===== config.mk =====
export PLATFORM = sky130hd
export DESIGN_NAME = axis_tpg_burst_scheduler
export DESIGN_NICKNAME = d
export VERILOG_FILES = /design/src/rtl/axis_tpg_burst_scheduler.sv
export SDC_FILE = /design/constraint.sdc
export NUM_CORES = 1
export LEC_CHECK = 0
export ABC_AREA = 0
export ABC_CLOCK_PERIOD_IN_PS = 4800
export CAP_MARGIN = 15
export CORE_MARGIN = 1
export CORE_UTILIZATION = 54
export DETAILED_ROUTE_END_ITERATION = 12
export HOLD_SLACK_MARGIN = 0.08
export PLACE_DENSITY = 0.82
export SKIP_LAST_GASP = 1
export SLEW_MARGIN = 20
export SYNTH_ARGS = -nofsm -noshare
export SYNTH_HDL_FRONTEND = slang
export SYNTH_SLANG_ARGS = --single-unit

===== constraint.sdc =====
create_clock -name m_axis_aclk -period 4.8 [get_ports m_axis_aclk]
set_clock_uncertainty 0.05 [all_clocks]
set_input_delay 0.48 -clock m_axis_aclk [delete_from_list [all_inputs] [get_ports m_axis_aclk]]
set_output_delay 0.48 -clock m_axis_aclk [all_outputs]
set_load 0.03 [all_outputs]

===== src/rtl/axis_tpg_burst_scheduler.sv =====
// AXI-Stream test-pattern burst scheduler: frames a generator stream into
// packets/bursts with tlast insertion, inter-burst gaps and graceful stop.
// Ports: m_axis_aclk/m_axis_aresetn; start/stop control; pkt_len,
// pkts_per_burst, gap_cycles, num_bursts config; s_axis_* from generator,
// m_axis_* downstream (zero latency); gen_enable, busy, done, cfg_err,
// burst_count status.
module axis_tpg_burst_scheduler #(
  parameter int DATA_WIDTH = 32,
  parameter int CNT_WIDTH  = 16
) (
  input  logic                  m_axis_aclk,
  input  logic                  m_axis_aresetn,
  input  logic                  start,
  input  logic                  stop,
  input  logic [CNT_WIDTH-1:0]  pkt_len,
  input  logic [CNT_WIDTH-1:0]  pkts_per_burst,
  input  logic [CNT_WIDTH-1:0]  gap_cycles,
  input  logic [CNT_WIDTH-1:0]  num_bursts,
  output logic                  gen_enable,
  input  logic [DATA_WIDTH-1:0] s_axis_tdata,
  input  logic                  s_axis_tvalid,
  output logic                  s_axis_tready,
  output logic [DATA_WIDTH-1:0] m_axis_tdata,
  output logic                  m_axis_tvalid,
  input  logic                  m_axis_tready,
  output logic                  m_axis_tlast,
  output logic                  busy,
  output logic                  done,
  output logic                  cfg_err,
  output logic [CNT_WIDTH-1:0]  burst_count
);

  typedef enum logic [1:0] {
    S_IDLE,
    S_RUN,
    S_GAP
  } state_t;

  localparam logic [CNT_WIDTH-1:0] ONE = CNT_WIDTH'(1);

  state_t state_q, state_d;

  logic [CNT_WIDTH-1:0] pkt_len_q, pkt_len_d;
  logic [CNT_WIDTH-1:0] ppb_q, ppb_d;
  logic [CNT_WIDTH-1:0] gap_q, gap_d;
  logic [CNT_WIDTH-1:0] nb_q, nb_d;
  logic [CNT_WIDTH-1:0] beat_q, beat_d;
  logic [CNT_WIDTH-1:0] pkt_q, pkt_d;
  logic [CNT_WIDTH-1:0] burst_q, burst_d;
  logic [CNT_WIDTH-1:0] gcnt_q, gcnt_d;
  logic                 stop_pend_q, stop_pend_d;
  logic                 done_q, done_d;
  logic                 cfg_err_q, cfg_err_d;

  logic                 run;
  logic                 xfer;
  logic                 last_beat;
  logic                 last_pkt;
  logic                 stop_now;
  logic [CNT_WIDTH-1:0] burst_inc;

  assign run       = (state_q == S_RUN);
  assign m_axis_tdata  = s_axis_tdata;
  assign m_axis_tvalid = s_axis_tvalid & run;
  assign s_axis_tready = m_axis_tready & run;
  assign xfer      = m_axis_tvalid & m_axis_tready;
  assign last_beat = (beat_q == pkt_len_q - ONE);
  assign last_pkt  = (pkt_q == ppb_q - ONE);
  // A stop landing on a packet's last beat still ends the run there.
  assign stop_now  = stop_pend_q | stop;
  assign burst_inc = burst_q + ONE;

  assign m_axis_tlast = run & last_beat;
  assign gen_enable   = run;
  assign busy         = run | (state_q == S_GAP);
  assign done         = done_q;
  assign cfg_err      = cfg_err_q;
  assign burst_count  = burst_q;

  always_comb begin
    state_d     = state_q;
    pkt_len_d   = pkt_len_q;
    ppb_d       = ppb_q;
    gap_d       = gap_q;
    nb_d        = nb_q;
    beat_d      = beat_q;
    pkt_d       = pkt_q;
    burst_d     = burst_q;
    gcnt_d      = gcnt_q;
    stop_pend_d = stop_pend_q;
    done_d      = 1'b0;
    cfg_err_d   = 1'b0;
    case (state_q)
      S_IDLE: begin
        stop_pend_d = 1'b0;
        if (start) begin
          if (pkt_len == '0 || pkts_per_burst == '0) begin
            cfg_err_d = 1'b1;
          end else begin
            pkt_len_d = pkt_len;
            ppb_d     = pkts_per_burst;
            gap_d     = gap_cycles;
            nb_d      = num_bursts;
            beat_d    = '0;
            pkt_d     = '0;
            burst_d   = '0;
            state_d   = S_RUN;
          end
        end
      end
      S_RUN: begin
        if (stop) stop_pend_d = 1'b1;
        if (xfer) begin
          beat_d = beat_q + ONE;
          if (last_beat) begin
            beat_d = '0;
            if (last_pkt) begin
              pkt_d   = '0;
              burst_d = burst_inc;
              if (stop_now || (nb_q != '0 && burst_inc == nb_q)) begin
                state_d     = S_IDLE;
                done_d      = 1'b1;
                stop_pend_d = 1'b0;
              end else if (gap_q != '0) begin
                state_d = S_GAP;
                gcnt_d  = gap_q;
              end
            end else begin
              pkt_d = pkt_q + ONE;
              if (stop_now) begin
                state_d     = S_IDLE;
                done_d      = 1'b1;
                stop_pend_d = 1'b0;
              end
            end
          end
        end
      end
      S_GAP: begin
        if (stop) begin
          state_d     = S_IDLE;
          done_d      = 1'b1;
          stop_pend_d = 1'b0;
        end else if (gcnt_q == ONE) begin
          state_d = S_RUN;
        end else begin
          gcnt_d = gcnt_q - ONE;
        end
      end
      default: state_d = S_IDLE;
    endcase
  end

  always_ff @(posedge m_axis_aclk or negedge m_axis_aresetn) begin
    if (!m_axis_aresetn) begin
      state_q     <= S_IDLE;
      pkt_len_q   <= '0;
      ppb_q       <= '0;
      gap_q       <= '0;
      nb_q        <= '0;
      beat_q      <= '0;
      pkt_q       <= '0;
      burst_q     <= '0;
      gcnt_q      <= '0;
      stop_pend_q <= 1'b0;
      done_q      <= 1'b0;
      cfg_err_q   <= 1'b0;
    end else begin
      state_q     <= state_d;
      pkt_len_q   <= pkt_len_d;
      ppb_q       <= ppb_d;
      gap_q       <= gap_d;
      nb_q        <= nb_d;
      beat_q      <= beat_d;
      pkt_q       <= pkt_d;
      burst_q     <= burst_d;
      gcnt_q      <= gcnt_d;
      stop_pend_q <= stop_pend_d;
      done_q      <= done_d;
      cfg_err_q   <= cfg_err_d;
    end
  end

endmodule


==> results.tsv <==
stage	metric	value	unit
clock_tree	cts_hold_buf	0	
sta	timing.hold.ws	0.109	ns
global_routing	met3_usage	6.49	%
critical_path	crit_fanout	27	
sta	fin_crit	4.23	ns
die	die_area	16600	sq um
clock_tree	htreeDepth	4	
clock_tree	cts-root-buf	clkbuf_16	
critical_path	rr_worst_depth	11	
clock_tree	numClockSinks	133	
critical_path	crit_slowest_cell	or4b_2	
yosys	ys_ff_latch	133	
critical_path	setup.worst_path.end_class	flop	
sta	worst_slack	0.571	ns
clock_tree	clkTransAtPathRegs	0.06	ns
global_routing	grt_most_used_layer	met2	
die	io-pin-count	157	
placement	io_buffers	92	
placement	dpl.hpwl	15000	um
critical_path	cpPeakStageDelay	0.69	ns
routing	via_per_inst	6.23	
global_routing	gr-total-overflow	0	
die	rows	46	
layout	area_growth_syn_to_layout	16.6	%
clock_tree	clk_latency	0.43	ns
global_routing	grt_pass1_wl	34900	um
layout	nNetsFinal	1084	
sta	slew_viol_final	0	
routing	first_pass_iters	5	
clock_tree	post-cts-setup-buffer-count	0	
critical_path	rrSetupSlack	0.57	ns
critical_path	regToRegStartpoint	ppb_q[0]	
critical_path	critical_path.cell_chain	inv_1 > ha_1 > or4b_2 > nor4_1 > xnor2_1 > or4_4 > nor4_4 > a21o_2 > nand2_2 > or4_1 > nand3_1	
yosys	avgSynthCellArea	9.30	sq um
sta	finalSetupViolCount	0	
layout	antennaDiodeCount	0	
yosys	synthFlopType	dfrtp_1	
routing	post_drt_wl_per_cell	17.8	um
layout	drive_gt1_share	13.5	%
critical_path	reg2reg_to	burst_count[14]	
clock_tree	cts-resized-gates	0	
routing	wirelength	21300	um
die	die_w	129	um
global_routing	grt.total_usage	26.9	%
critical_path	crit_type	flop to flop	
sta	slew_headroom	39.8	%
global_routing	grt_util_met1	36.0	%
global_routing	antenna_found_initial	1	
critical_path	worst-path-buf-inv	1	
sta	hold_viol	0	
routing	vias	7478	
run_status	status	completed	
power	power.total	5740	uW
clock_tree	cts_buffer_depth	2	
power	ir_drop	0.000304	V
sta	finalCritPeriodShare	88.1	%
power	p_leak	0.00409	uW
layout	multiInputGateArea	4800	sq um
layout	final_common_cell	dfrtp_1	
power	powerDensity	566	nW/um^2
hold_path	hold_class	input pin to async pin	
global_routing	grt_pass1_vias	7035	
sta	rsz0062_at_grt	false	
yosys	seq_area_frac_synth	38.3	%
routing	postRouteAntennaNets	0	
clock_tree	cts_buffers	17	
sta	worstMarginPinSlew	0.895	ns
global_routing	grtUsageMet2	42.5	%
critical_path	worstSetupStartpointType	flop	
layout	seq_area	3330	sq um
layout	final_cell_mix	dfrtp_1, clkdlybuf4s50_1, nand2_1, mux2_2, nor2_1	
critical_path	crit_arrival	4.54	ns
die	die-height	129	um
critical_path	cp_data_required_time	5.11	ns
clock_tree	cts_tree	done	
yosys	synth_cell_types	76	
yosys	synth_fp_nets	1048	
global_routing	grt_max_degree	98	
layout	n_fill_cell	1311	
yosys	synth_edf_count	0	
placement	place_ws	0.637	ns
yosys	synth_area	8700	sq um
die	start_util	54.9	%
routing	drc_errors	0	
die	core_area	15800	sq um
critical_path	critPathTopFamily	simple AND/OR/NAND/NOR gates	
yosys	yosys_warnings	0	
sta	clock.fmax	236	MHz
placement	gp_congestion	0.888	
run	drv_cap	0	
yosys	async_reset_ff_share	100	%
routing	dr.first_iter.drc_count	705	
sta	setup_tns	0	ns
yosys	syn_inst	935	
## cell usage after synthesis, types with 7 or more instances
library cell	instances	share of area (%)
nand2_1	71	3.1
dfrtp_1	133	38
or4_1	13	1.1
o21ai_0	28	1.6
o31ai_1	10	0.86
xor2_1	36	3.6
a21oi_1	18	1.0
inv_1	32	1.4
nor3b_1	11	0.95
o41ai_1	7	0.70
buf_4	32	2.8
or3_1	11	0.79
nor4_1	38	2.7
clkbuf_1	48	2.1
ha_1	11	1.6
a31oi_1	10	0.72
nor2_1	60	2.6
mux2i_1	11	1.3
nor3_1	36	2.1
nand2b_1	9	0.65
nand3b_1	12	1.0
nand4_1	25	1.8
and3_1	12	0.86
xnor2_1	36	3.6
mux2_2	69	8.9
nand3_1	37	2.1
## registers in the layout, indices dropped and copies added, names as in the netlist, 2 cells and up
name and count:
pkt_len_q 16, gcnt_q 16, burst_count 16, gap_q 16, beat_q 16, nb_q 16
state_q 2, ppb_q 16, pkt_q 16
## worst max path at each step
stage	start	endpoint	slack, ns	cells after the start
after global placement	ppb_q[2]	burst_count[10]	0.72	9
after CTS	ppb_q[0]	burst_count[14]	0.60	11
after floorplan	ppb_q[2]	gcnt_q[9]	1.09	11
final	ppb_q[0]	burst_count[14]	0.57	11
after global routing	ppb_q[0]	gcnt_q[5]	0.34	12
after detailed placement	ppb_q[0]	burst_count[14]	0.64	11
## per-layer routing
metal	vias to the layer above	share of wire, %
met2	321	47
met5	-	0.047
met3	51	7.0
li1	3499	-
met1	3605	44
met4	2	2.3
## through the flow
stage,cell area [sq um],cells,util (%)
global placement,9520,1168,60.2
finish,10100,1200,64.0
floorplan,8700,935,-
global route,10100,1200,64.0
detailed placement,9520,1168,60.2
CTS,10100,1200,64.0
## power by group
group | internal [uW] | switching [uW] | leakage, uW
clock | 837 | 522 | 0.000287
combinational | 1080 | 1230 | 0.00218
sequential | 1490 | 591 | 0.00163
## cell families after synthesis
logic type	count (synthesis)	share of synthesized area, %
simple gates	375	23.9
compound gates	145	12.0
flops	133	38.3
buf+inv	118	6.66
mux	80	10.2
xor+xnor	72	7.25
fa+ha+maj	12	1.70
## cell type report
class	count	area share, %
Clock buffer	19	4.37
Inverter	32	1.18
Clock inverter	13	1.70
Multi-Input combinational cell	684	47.3
Timing Repair Buffer	103	9.91
Sequential cell	133	32.8
Tap cell	216	2.67
No activity file was read; power rests on OpenSTA's default activity.
